===== config.mk =====
export PLATFORM = sky130hd
export DESIGN_NAME = matrix_port_arbiter
export DESIGN_NICKNAME = d
export VERILOG_FILES = /design/src/rtl/matrix_port_arbiter.sv
export SDC_FILE = /design/constraint.sdc
export NUM_CORES = 1
export LEC_CHECK = 0
export CORE_MARGIN = 1
export CORE_UTILIZATION = 36
export CTS_BUF_LIST = sky130_fd_sc_hd__clkbuf_16
export DETAILED_ROUTE_END_ITERATION = 12
export PLACE_DENSITY = 0.72
export SYNTH_ARGS = -nofsm -noshare
export SYNTH_HDL_FRONTEND = slang
export SYNTH_SLANG_ARGS = --single-unit

===== constraint.sdc =====
create_clock -name clk -period 11.1 [get_ports clk]
set_clock_uncertainty 0.15 [all_clocks]
set_input_delay 2.22 -clock clk [delete_from_list [all_inputs] [get_ports clk]]
set_output_delay 2.22 -clock clk [all_outputs]
set_load 0.02 [all_outputs]

===== src/rtl/matrix_port_arbiter.sv =====
// Shares one mn_matrix access port between the loader (port 0) and the LU solver (port 1):
// round-robin with burst lock, bounds checking and fixed-latency read-return routing.
module matrix_port_arbiter #(
    parameter int DATA_W = 32,
    parameter int ADDR_W = 8
) (
    input  logic              clk,
    input  logic              reset,
    input  logic [ADDR_W-1:0] m_dim,
    input  logic [ADDR_W-1:0] n_dim,
    input  logic              req0,
    input  logic              req1,
    input  logic              we0,
    input  logic              we1,
    input  logic              lock0,
    input  logic              lock1,
    input  logic [ADDR_W-1:0] m_addr0,
    input  logic [ADDR_W-1:0] m_addr1,
    input  logic [ADDR_W-1:0] n_addr0,
    input  logic [ADDR_W-1:0] n_addr1,
    input  logic [DATA_W-1:0] wdata0,
    input  logic [DATA_W-1:0] wdata1,
    output logic              gnt0,
    output logic              gnt1,
    output logic              rvalid0,
    output logic              rvalid1,
    output logic [DATA_W-1:0] rdata0,
    output logic [DATA_W-1:0] rdata1,
    output logic              err0,
    output logic              err1,
    output logic              mem_write,
    output logic              mem_read,
    output logic [ADDR_W-1:0] mem_m_addr,
    output logic [ADDR_W-1:0] mem_n_addr,
    output logic [DATA_W-1:0] mem_din,
    input  logic [DATA_W-1:0] mem_dout
);

    typedef enum logic [1:0] {FREE, OWNED0, OWNED1} state_e;

    state_e state_q, state_d;
    logic   rr_q, rr_d;
    logic   locked;

    logic              acc0, acc1, accept;
    logic              sel_we, oob;
    logic [ADDR_W-1:0] sel_m, sel_n;
    logic [DATA_W-1:0] sel_wd;

    logic              mw_q, mr_q, err0_q, err1_q;
    logic [ADDR_W-1:0] ma_q, na_q;
    logic [DATA_W-1:0] din_q;

    logic              t1_v_q, t1_id_q, t1_err_q;
    logic              t2_v_q, t2_id_q, t2_err_q;
    logic [DATA_W-1:0] hold0_q, hold1_q;
    logic [DATA_W-1:0] ret_data;

    // A dropped lock hands the current cycle straight back to free arbitration.
    always_comb begin
        state_d = state_q;
        rr_d    = rr_q;
        gnt0    = 1'b0;
        gnt1    = 1'b0;
        locked  = (state_q == OWNED0 && lock0) ||
                  (state_q == OWNED1 && lock1);
        if (locked) begin
            gnt0 = (state_q == OWNED0) && req0;
            gnt1 = (state_q == OWNED1) && req1;
        end else if (req0 && req1) begin
            gnt0 = ~rr_q;
            gnt1 = rr_q;
            rr_d = ~rr_q;
        end else begin
            gnt0 = req0;
            gnt1 = req1;
        end
        if (gnt0 && lock0) begin
            state_d = OWNED0;
        end else if (gnt1 && lock1) begin
            state_d = OWNED1;
        end else if (!locked) begin
            state_d = FREE;
        end
    end

    always_ff @(posedge clk or posedge reset) begin
        if (reset) begin
            state_q <= FREE;
            rr_q    <= 1'b0;
        end else begin
            state_q <= state_d;
            rr_q    <= rr_d;
        end
    end

    assign acc0   = req0 & gnt0;
    assign acc1   = req1 & gnt1;
    assign accept = acc0 | acc1;
    assign sel_we = acc1 ? we1 : we0;
    assign sel_m  = acc1 ? m_addr1 : m_addr0;
    assign sel_n  = acc1 ? n_addr1 : n_addr0;
    assign sel_wd = acc1 ? wdata1 : wdata0;
    assign oob    = (sel_m >= m_dim) || (sel_n >= n_dim);

    // Out-of-bounds reads still travel the tag pipe so return latency stays fixed.
    always_ff @(posedge clk or posedge reset) begin
        if (reset) begin
            mw_q     <= 1'b0;
            mr_q     <= 1'b0;
            err0_q   <= 1'b0;
            err1_q   <= 1'b0;
            ma_q     <= '0;
            na_q     <= '0;
            din_q    <= '0;
            t1_v_q   <= 1'b0;
            t1_id_q  <= 1'b0;
            t1_err_q <= 1'b0;
            t2_v_q   <= 1'b0;
            t2_id_q  <= 1'b0;
            t2_err_q <= 1'b0;
            hold0_q  <= '0;
            hold1_q  <= '0;
        end else begin
            mw_q     <= accept & sel_we & ~oob;
            mr_q     <= accept & ~sel_we & ~oob;
            err0_q   <= acc0 & oob;
            err1_q   <= acc1 & oob;
            if (accept) begin
                ma_q  <= sel_m;
                na_q  <= sel_n;
                din_q <= sel_wd;
            end
            t1_v_q   <= accept & ~sel_we;
            t1_id_q  <= acc1;
            t1_err_q <= oob;
            t2_v_q   <= t1_v_q;
            t2_id_q  <= t1_id_q;
            t2_err_q <= t1_err_q;
            if (rvalid0) hold0_q <= ret_data;
            if (rvalid1) hold1_q <= ret_data;
        end
    end

    assign ret_data   = t2_err_q ? '0 : mem_dout;
    assign rvalid0    = t2_v_q & ~t2_id_q;
    assign rvalid1    = t2_v_q & t2_id_q;
    assign rdata0     = rvalid0 ? ret_data : hold0_q;
    assign rdata1     = rvalid1 ? ret_data : hold1_q;
    assign err0       = err0_q;
    assign err1       = err1_q;
    assign mem_write  = mw_q;
    assign mem_read   = mr_q;
    assign mem_m_addr = ma_q;
    assign mem_n_addr = na_q;
    assign mem_din    = din_q;

endmodule


== Word level (Yosys, flattened, before mapping) ==
Cells that the tools add are included.

* Equality and inequality tests: 3
* Order comparisons: 2
* Mux-type cells: 14
* Shift-type cells: 0
* Reductions and logical operators: 10
* $add $sub $neg: 0
* $mul: 0
* Div/mod/pow operators: 0
* Bitwise operators: 16

{| class="wikitable"
|+ Operator list
! cell !! number
|-
| $mux 32 || 4
|-
| $ge 8x8->1 || 2
|-
| $mux 8 || 2
|-
| $and 1x1->1 || 10
|-
| $logic_and 1x1->1 || 7
|-
| $mux 2 || 3
|-
| $mux 1 || 5
|-
| $not 1->1 || 5
|-
| $ne 3x1->1 const B || 1
|-
| $eq 2x1->1 const B || 1
|-
| $eq 2x2->1 const B || 1
|-
| $logic_or 1x1->1 || 2
|-
| $reduce_and 2->1 || 1
|-
| $or 1x1->1 || 1
|}

* Bits in latches: 0
* Memory bits (writable): 0
* Memories kept: 0
* Input port bits: 152
* Bits in registers: 125
* Output and inout bits: 120
* Logic and storage cells: 62
* Bits in read-only memories: 0

== Depth between registers and ports, before layout ==
* Word-level depth: 10
* Depth in mapped cells: 11
* Gate-level depth less buffers: 10

== Worst setup path before layout ==
OpenSTA, ideal clock, no wires.

* Path kind: in2out
* From: input lock1
* To: output gnt0
* Buffers on the path: 0
* Path slack: 5,698 ps
* Arrival: 3,032 ps
* Stages on the path: 4
* Data required time: 8,730 ps
* Path through: nor2b_1 a21oi_1 o21ai_0 inv_1

* Cells in the longest elaborated chain, start to end: 3

{| class="wikitable"
|+ RTL lines
! what !! line !! source
|-
| start: declaration || 16 || <nowiki>input logic lock1,</nowiki>
|-
| $logic_and 1x1->1 || 66 || <nowiki>(state_q == OWNED1 && lock1);</nowiki>
|-
| $logic_or 1x1->1 || 65 || <nowiki>locked = (state_q == OWNED0 && lock0) ||</nowiki>
|-
| $mux 1 || 67 || <nowiki>if (locked) begin</nowiki>
|-
| end: declaration || 23 || <nowiki>output logic gnt0,</nowiki>
|}

Every way passes these cells.

== Worst setup path in the final report ==
Ends and elaborated chain as after synthesis.

==> flow_summary.toml <==
[run_status]
status = "complete, no violations"

[synthesis]
synth-edff-count = 0
synth_ff_type = "dfrtp_1"
syn_area_sq_um = 5618
synthesis.nets = 697
ys_ff_latch = 125
synth_area_leader_cell = "dfrtp_1"
synthCells = 529
avgSynthCellArea_sq_um = 10.62
synth_warnings = 0
synth_top_cell_area_share_pct = 55.68
synth.distinct_cells = 39
synth_area_leaders = "dfrtp_1, o21ai_0, mux2i_1"
ys_seq_area_share_pct = 55.68
async_flop_share_pct = 100.0

[floorplanning]
initial_core_util_pct = 36.95
core-area_sq_um = 15200
num_rows = 45
die-area_sq_um = 16110
die_h_um = 126.9
io_pins = 272
die_w_um = 126.9

[global_route]
gr-total-overflow = 0
grt_start_max_net_pins = 80
antenna_found_initial = 0
first_global_vias = 5149
busiest_layer = "met2"
met2_usage_pct = 35.55
met1_usage_pct = 22.39
gr-usage-met3_pct = 8.857
grt_usage_pct = 20.70
grt_first_pass_wirelength_um = 25520

[layout]
final_area_sq_um = 8971
num_antenna_cells = 0
drive_above_1_share_pct = 8.447
finish.utilization_pct = 59.01
num-fill-cells = 1268
multi_input_area_sq_um = 2252
area_growth_pct = 59.69
layout.area.seq_sq_um = 3128
nets = 960

[placement]
place_congestion = 0.8951
numPortBuffers = 271
dpl_cell_area_sq_um = 8439
dp_slack_ps = 4551
dp_hpwl_um = 11740

[critical_path]
crit-reg2reg-launch = "state_q[0]"
crit_family = "buffers and inverters"
endpoint_kind = "output pin"
critPathSlowestCell = "clkdlybuf4s50_1"
rr_endpoint = "err0"
cp_cell_sequence = "clkdlybuf4s50_1 > nor2b_1 > a21oi_1 > o21ai_0 > inv_1 > clkdlybuf4s50_1"
regToRegSetupSlack_ps = 7050
crit_top_cell = "clkdlybuf4s50_1"
cp.arrival_ps = 4160
crit_fanout = 4
critPathKind = "input port to output pin"
reg2reg_depth = 11
crit_path_start_kind = "input port"
slowest_delay_ps = 570
worstPathBufferInverterCount = 3
cp.required_ps = 8730

[detailed_routing]
drtPass1Iterations = 4
drc = 0
vias = 4792
viasPerCell = 4.826
drtIter0Drc = 162
drt-total-wl_um = 16110
avgRoutedWirePerCell_um = 16.23
drtAntennaViolNets = 0

[sta]
timing.final.crit_share_pct = 58.79
tightestPinTransition_ps = 1109
hold_viol_final = 0
setup_tns_ps = 0
fin_crit_ps = 6526
max_slew_margin_pct = 26.08
drv_slew = 0
rsz0062_at_grt = "no"
setup_ws_ps = 4574
setup_viol = 0
max_freq_ghz = 0.1532

[power]
totalPowerFinal_w = 0.002037
ir_drop_uv = 106.9
p_per_area_nw_per_um2 = 227.1
leakagePower_nw = 3.863

[clock_network]
ctsHoldBuffers = 0
cts_htree_levels = 4
cts_setup_buffers = 0
numCtsBuffers = 17
cts_max_path_buffers = 2
cts-root-buf = "clkbuf_16"
cts_num_sinks = 125
cts_resized = 0
clk_pin_slew_ps = 50
cts_tree = "built"
clk_latency_ps = 410

[worst_hold_path]
holdPathEnd = "t2_id_q"
hold_depth = 0
min_from = "t1_id_q"
hp-class = "register to register"

[flow_run]
cap_violations = 0
[layout make-up]
cell class | instances | share of cell area, %
flip-flops and latches | 125 | 34.87
repair buffers | 274 | 30.49
multi-input cells | 351 | 25.10
clock buffers | 17 | 4.742
well taps | 188 | 2.622
clock inverters | 15 | 1.185
inverters | 23 | 0.9902
[logic make-up (layout without fill, tap and decap cells)]
kind of cell               count (synthesis)  after routing  synth area share [%]
buffers and inverters                     53            329                 4.454
AOI/OAI and AO/OA                        118            118                 11.20
xor gates and xnor gates                   1              1                0.1559
DFF                                      125            125                 55.68
adders and majority gates                 16             16                 3.563
muxes                                     63             63                 12.34
and+or+nand+nor                          153            153                 12.61
[worst reg2reg max path, cell delays in order, from the launching register on]
cell       delay [ps]
dfrtp_1           410
nor2b_1           200
o21ai_2           100
nor2_4            520
buf_4             610
mux2_2            440
ha_1              300
a211oi_1          220
nor2_1             70
a2111oi_0         420
nand3b_1          270
and2_1            240
[metrics by stage]
stage               cells  hold slack (ps)
floorplan             529            181.2
global placement      961            182.1
detailed placement    961            188.5
CTS                   993            200.9
global route          993            211.0
finish                993            197.8
[layer usage]
metal | part of all wire [%] | vias to the layer above | routed length [um]
li1 | - | 2326 | -
met1 | 39 | 2251 | 6305
met2 | 50 | 192 | 8010
met3 | 9.2 | 23 | 1477
met4 | 2.0 | 0 | 320
met5 | 0 | - | 0
[where the power goes]
part           internal [W]  switching [W]  leakage [nW]
registers          0.000608      0.0000660          1.55
clock network      0.000301       0.000195         0.258
logic              0.000412       0.000455          2.05
total               0.00132       0.000717          3.86
[synth_stat cells (2+ instances only)]
cell type	n
buf_6	3
inv_1	23
dfrtp_1	125
mux2_2	22
buf_1	2
clkbuf_1	18
mux2i_1	34
nand2_1	68
nand3b_1	2
o21ai_0	70
o21a_1	2
buf_2	5
nor2_1	37
mux2_4	7
ha_1	16
a21oi_1	35
a211oi_1	2
nor3_1	2
nand2b_1	34
and2_1	2
buf_8	2
[state kept, by name, summed over array words and instances, names as in the netlist, 2 cells and up]
register and flops:
hold0_q 32, state_q 2, mem_m_addr 8, mem_n_addr 8, hold1_q 32, mem_din 32
[placed cells by master (no fill, tap or decap), types with 6 or more instances in the layout]
master / count
a21oi_1: 35
clkbuf_16: 17
clkdlybuf4s50_1: 271
clkinv_2: 6
dfrtp_1: 125
ha_1: 16
inv_1: 22
mux2_2: 22
mux2_4: 7
mux2i_1: 34
nand2_1: 67
nand2b_1: 33
nor2_1: 36
o21ai_0: 70
[worst max path at each step]
stage | from | endpoint | slack (ps) | depth (start not counted)
after global routing | lock1 | gnt0 | 4400 | 6
after CTS | lock1 | gnt0 | 4540 | 6
final | lock1 | gnt0 | 4570 | 6
after global placement | lock1 | gnt0 | 4630 | 6
after floorplan | reset | err0 | 5400 | 1
after detailed placement | lock1 | gnt0 | 4550 | 6
Power figures use the tool's default switching activity.
